`src/rtl/srff_flag_arbiter.sv`:
```
// Round-robin arbiter turning set/clear requests into single-cycle S/R strobes
// for a bank of SR flag flops, plus a bank-wide preset. SRFF_ARB_VERIFY_EN adds Q readback checking.
module srff_flag_arbiter #(
  parameter int NREQ   = 4,
  parameter int NFLAG  = 8,
  parameter int FLAG_W = $clog2(NFLAG)
) (
  input  logic                   clk,
  input  logic                   rst,
  input  logic [NREQ-1:0]        req_valid,
  input  logic [NREQ-1:0]        req_op,
  input  logic [NREQ*FLAG_W-1:0] req_idx,
  output logic [NREQ-1:0]        req_ready,
  input  logic                   preset_all,
  input  logic [NFLAG-1:0]       flag_q,
  output logic [NFLAG-1:0]       flag_s,
  output logic [NFLAG-1:0]       flag_r,
  output logic [NFLAG-1:0]       flag_p_n,
  output logic                   done,
  output logic                   err
);

  localparam int PTR_W = (NREQ > 1) ? $clog2(NREQ) : 1;

  typedef enum logic [1:0] {IDLE, PRESET, GRANT, SETTLE} state_t;

  state_t             state, state_nx;
  logic [PTR_W-1:0]   rr_ptr, rr_ptr_nx;
  logic               op_q, op_nx;
  logic [FLAG_W-1:0]  idx_q, idx_nx;
  logic [NFLAG-1:0]   s_nx, r_nx, p_n_nx;
  logic               done_nx, err_nx;

  logic               grant_any;
  logic [PTR_W-1:0]   winner;
  logic               op_in;
  logic [FLAG_W-1:0]  idx_in;
  logic [NFLAG-1:0]   sel_in;
  logic               idx_in_ok, idx_q_ok;

  // First valid requester at or after rr_ptr, wrapping.
  always_comb begin
    grant_any = 1'b0;
    winner    = '0;
    for (int k = 0; k < NREQ; k++) begin
      if (!grant_any && req_valid[(int'(rr_ptr) + k) % NREQ]) begin
        grant_any = 1'b1;
        winner    = PTR_W'((int'(rr_ptr) + k) % NREQ);
      end
    end
  end

  assign op_in     = req_op[winner];
  assign idx_in    = req_idx[int'(winner)*FLAG_W +: FLAG_W];
  assign idx_in_ok = int'(idx_in) < NFLAG;
  assign idx_q_ok  = int'(idx_q) < NFLAG;
  assign sel_in    = NFLAG'(1) << idx_in;

  // Grant is withheld while reset is asserted so no request is lost to the reset edge.
  always_comb begin
    req_ready = '0;
    if (rst && state == IDLE && !preset_all && grant_any)
      req_ready[winner] = 1'b1;
  end

`ifdef SRFF_ARB_VERIFY_EN
  logic preset_chk, preset_chk_nx;
  logic bit_q;

  assign bit_q = |(flag_q & (NFLAG'(1) << idx_q));
`else
  logic unused_nc;

  assign unused_nc = ^{flag_q, op_q};
`endif

  always_comb begin
    // NOTE: every combinational output gets a default first, so no path can infer a latch.
    state_nx  = state;
    rr_ptr_nx = rr_ptr;
    op_nx     = op_q;
    idx_nx    = idx_q;
    s_nx      = '0;
    r_nx      = '0;
    p_n_nx    = '1;
    done_nx   = 1'b0;
    err_nx    = 1'b0;
`ifdef SRFF_ARB_VERIFY_EN
    preset_chk_nx = 1'b0;
    if (preset_chk && flag_q != '1)
      err_nx = 1'b1;
`endif

    case (state)
      IDLE: begin
        if (preset_all) begin
          p_n_nx   = '0;
          state_nx = PRESET;
        end else if (grant_any) begin
          op_nx     = op_in;
          idx_nx    = idx_in;
          rr_ptr_nx = (winner == PTR_W'(NREQ - 1)) ? '0 : winner + 1'b1;
          state_nx  = GRANT;
          if (idx_in_ok) begin
            if (op_in) s_nx = sel_in;
            else       r_nx = sel_in;
          end
        end
      end
      PRESET: begin
        done_nx  = 1'b1;
        state_nx = IDLE;
`ifdef SRFF_ARB_VERIFY_EN
        preset_chk_nx = 1'b1;
`endif
      end
      GRANT: begin
        if (!idx_q_ok) begin
          done_nx  = 1'b1;
          err_nx   = 1'b1;
          state_nx = IDLE;
        end else begin
`ifdef SRFF_ARB_VERIFY_EN
          state_nx = SETTLE;
`else
          done_nx  = 1'b1;
          state_nx = IDLE;
`endif
        end
      end
`ifdef SRFF_ARB_VERIFY_EN
      SETTLE: begin
        done_nx  = 1'b1;
        if (bit_q != op_q) err_nx = 1'b1;
        state_nx = IDLE;
      end
`endif
      default: state_nx = IDLE;
    endcase
  end

  // NOTE: reset is sampled on the clock edge only; it is not in the sensitivity list.
  always_ff @(posedge clk) begin
    if (!rst) begin
      state    <= IDLE;
      rr_ptr   <= '0;
      op_q     <= 1'b0;
      idx_q    <= '0;
      flag_s   <= '0;
      flag_r   <= '0;
      flag_p_n <= '1;
      done     <= 1'b0;
      err      <= 1'b0;
`ifdef SRFF_ARB_VERIFY_EN
      preset_chk <= 1'b0;
`endif
    end else begin
      // NOTE: non-blocking assignments so every register updates from pre-edge values.
      state    <= state_nx;
      rr_ptr   <= rr_ptr_nx;
      op_q     <= op_nx;
      idx_q    <= idx_nx;
      flag_s   <= s_nx;
      flag_r   <= r_nx;
      flag_p_n <= p_n_nx;
      done     <= done_nx;
      err      <= err_nx;
`ifdef SRFF_ARB_VERIFY_EN
      preset_chk <= preset_chk_nx;
`endif
    end
  end

endmodule

```
`config.mk`:
```
export PLATFORM = sky130hd
export DESIGN_NAME = srff_flag_arbiter
export DESIGN_NICKNAME = d
export VERILOG_FILES = /design/src/rtl/srff_flag_arbiter.sv
export SDC_FILE = /design/constraint.sdc
export NUM_CORES = 1
export LEC_CHECK = 0
export CORE_AREA = 2 2 59 61
export DETAILED_ROUTE_END_ITERATION = 6
export DIE_AREA = 0 0 61 63
export PLACE_DENSITY = 0.77
export SLEW_MARGIN = 20
export SYNTH_ARGS = -nofsm -noshare
export SYNTH_HDL_FRONTEND = slang
export SYNTH_SLANG_ARGS = --single-unit
```
`constraint.sdc`:
```
create_clock -name clk -period 2.55 [get_ports clk]
set_input_delay 0.51 -clock clk [delete_from_list [all_inputs] [get_ports clk]]
set_output_delay 0.51 -clock clk [all_outputs]
set_load 0.005 [all_outputs]
```
==> impl_results.md <==
- Status: completed
- Most numerous cell in the Yosys netlist: dfxtp_1
- Ys Warns: 0
- Via density: 5.00
- Layout cells sized above 1: 0.258
- Hpwl dp: 2430 µm
- Syn Inst Count: 127
- Hold Vio Cnt, Final: 0
- Layout area overhead: 59.1%
- Setup CP Type: in2out
- GP Congestion: 0.799
- Die Height: 63 µm
- Crit start category: input port
- Slew Limit Fails: 0
- Hold EP: state[1]
- Reg2reg end: flag_r[4]
- Post-synth top flop: dfxtp_1
- Max Cap Violations: 0
- Syn Area/Cell: 9.34 µm²
- Total CTS buffers: 3
- FF-to-FF setup slack: 0.54 ns
- Clock Sinks: 22
- CP Data Arrival Time: 1.94 ns
- Die Wd: 61 µm
- Post-synth top area share: 0.371
- Compound-Gate Fraction of Synth Area: 0.190
- I/O Pins: 61
- Post-route worst setup slack: 0.104 ns
- Post-synthesis adder-cell area fraction: 0.0527
- DR iter-0 viols: 51
- Number of H-tree levels: 1
- Post-Synth XOR/XNOR Area: 0
- Number of flops mapped to enable cells by yosys: 0
- Lkg Pwr: 0.773 nW
- R2R Path Start: rr_ptr[1]
- Setup TNS: 0 ns
- Hold path start: state[1]
- Synth unique cells: 39
- Worst slack at placement: -0.586 ns
- Syn nets: 163
- Std cell rows: 21
- CP Data Required Time: 2.04 ns
- GRT overflow: 0
- Cell area after synthesis: 0.00119 mm²
- # fillers: 297
- Ys async rst share: 0
- Clk Latency, worst-skew pair: 0.30 ns
- DRC: 0
- Design Power: 0.942 mW
- Endpoints failing setup: 0
- Tcrit/Tclk final: 0.959
- Peak VDD IR: 0.216 mV
- Number of iterations in the first detailed-routing pass: 4
- Simple-gate area share of the yosys netlist: 0.296
- Core area: 0.00323 mm²
- Worst Setup End Kind: output pin
- Pin count of the biggest net entering global routing: 16
- Starting Density: 0.367
- Clock Tree Root: clkbuf_4
- Minimum clock period: 2.45 ns
- Cts hold-fix bufs: 0
- #FFs+latches synth: 22
- Worst Skew: 0.0110 ns
- Crit Path Max Fanout: 3
- Routed Wire Length: 3080 µm
- Wire length per cell: 13.0 µm
- Highest clock rate: 0.409 GHz
- Power Dens Cells: 499 mW/mm²
- RSZ-0062 raised after global routing: false
- Worst r2r path cells: 8
- IO buf count: 51
- Nets: 227
- Synth area leader: dfxtp_1
- First-pass GRT wire length: 4820 µm
- Initial antenna violation count: 0
- Launch point of the worst path: req_valid[3]
- Vias in the first global route: 1108
- Total GRT Usage: 0.163
- Vias post-DR: 1179
- Worst Hold Class: reg2reg
- Synth top area cells: dfxtp_1 (37%), nand3_1 (5.9%), ha_1 (5.3%)
- CTS tree: built
- Mux share of post-synthesis cell area: 0.00844
- Seq/Total Area, Yosys: 0.371
- Largest family of logic cells by synthesized area: simple AND/OR/NAND/NOR gates
- Antenna cells: 0
- Clock Path Buffers: 2
- Die outline area: 0.00384 mm²
- WHS Path Cells: 2
- Synth cell count leaders: dfxtp_1 (22), nand3_1 (14), buf_4 (8), o21ai_0 (8), nor3b_1 (6)
- Post-route ant nets: 0
- Worst-path clk slew: 0.11 ns
[flip-flops by register name, summed over array words and instances, names as in the netlist]
signal / count
flag_r: 8
flag_s: 8
rr_ptr: 2
state: 2
done: 1
flag_p_n: 1
[routing by layer]
metal | share of wire | GRT usage
met1 | 0.39 | 0.197
met3 | 0.063 | 0.0207
met5 | 0 | 0
met4 | 0.013 | 0.0625
met2 | 0.53 | 0.282
[final cells by class]
cell class | instances | area (µm²) | area share
clock buffer | 3 | 22.5 | 0.0119
clock inverter | 1 | 30.0 | 0.0159
inverter | 6 | 22.5 | 0.0119
multi-input combinational | 89 | 677 | 0.359
sequential | 22 | 443 | 0.235
tap | 46 | 57.6 | 0.0305
timing repair buffer | 69 | 634 | 0.336
[worst max-delay path, cell delays in order]
cell and delay [ns]:
dlygate4sd2_1 0.22, inv_1 0.05, a21o_1 0.20, a211oi_4 0.25, buf_6 0.14, inv_2 0.04, ha_1 0.18, and2_1 0.13
clkdlybuf4s15_1 0.21
[kinds of logic (layout without fill, tap and decap cells)]
family	Yosys count	count (layout)
simple gates	56	56
compound gates	26	26
flops	22	22
buf+inv	16	79
fa+ha+maj	5	5
other cells	1	1
mux	1	1
[repair_timing]
item                                    in CTS  in global routing
pin swaps                                    3                  3
gates resized for setup                     19                  6
endpoints found under the setup margin       4                  4
setup buffers                                3                  0
[stage by stage]
stage | hold WS [ns] | instances | cell area, µm² | utilization
after detailed placement | 0.468 | 229 | 1800 | 0.556
final | 0.494 | 236 | 1890 | 0.584
after global routing | 0.503 | 236 | 1890 | 0.584
after CTS | 0.484 | 236 | 1890 | 0.583
after floorplan | 0.433 | 127 | 1190 | -
after global placement | 0.445 | 229 | 1800 | 0.556
[worst max-delay path by stage]
| stage | to | slack (ns) |
|---|---|---|
| 6_report | req_ready[2] | 0.10 |
| 4_1_cts | req_ready[2] | 0.00003 |
| 3_3_place_gp | req_ready[2] | -0.52 |
| 2_1_floorplan | req_ready[0] | 0.39 |
| 5_1_grt | req_ready[1] | 0.01 |
| 3_5_place_dp | req_ready[2] | -0.59 |
[layout by cell type, fill, tap and decap left out, drive strengths merged]
cell            n
clkdlybuf4s50  43
dfxtp          22
buf            19
nand3          15
o21ai           9
nor3b           6
inv             6
nand2           5
and2            5
nor2            5
nor2b           5
a21oi           5
ha              5
dlygate4sd2     4
clkbuf          4
a211oi          4
and4            4
and3b           3
nor3            3
o211ai          2
clkdlybuf4s15   2
a21o            2
nand2b          2
nor4            1
a211o           1
a2111oi         1
or2             1
o2bb2ai         1
o2bb2a          1
and3            1
mux2i           1
conb            1
bufinv          1
[report_power, final]
group,switching (mW),internal (mW),total (mW)
Sequential,0.0119,0.359,0.371
Combinational,0.154,0.155,0.309
Clock,0.103,0.159,0.262
Total,0.269,0.673,0.942
Note: power is estimated with default switching activity, not from simulation.
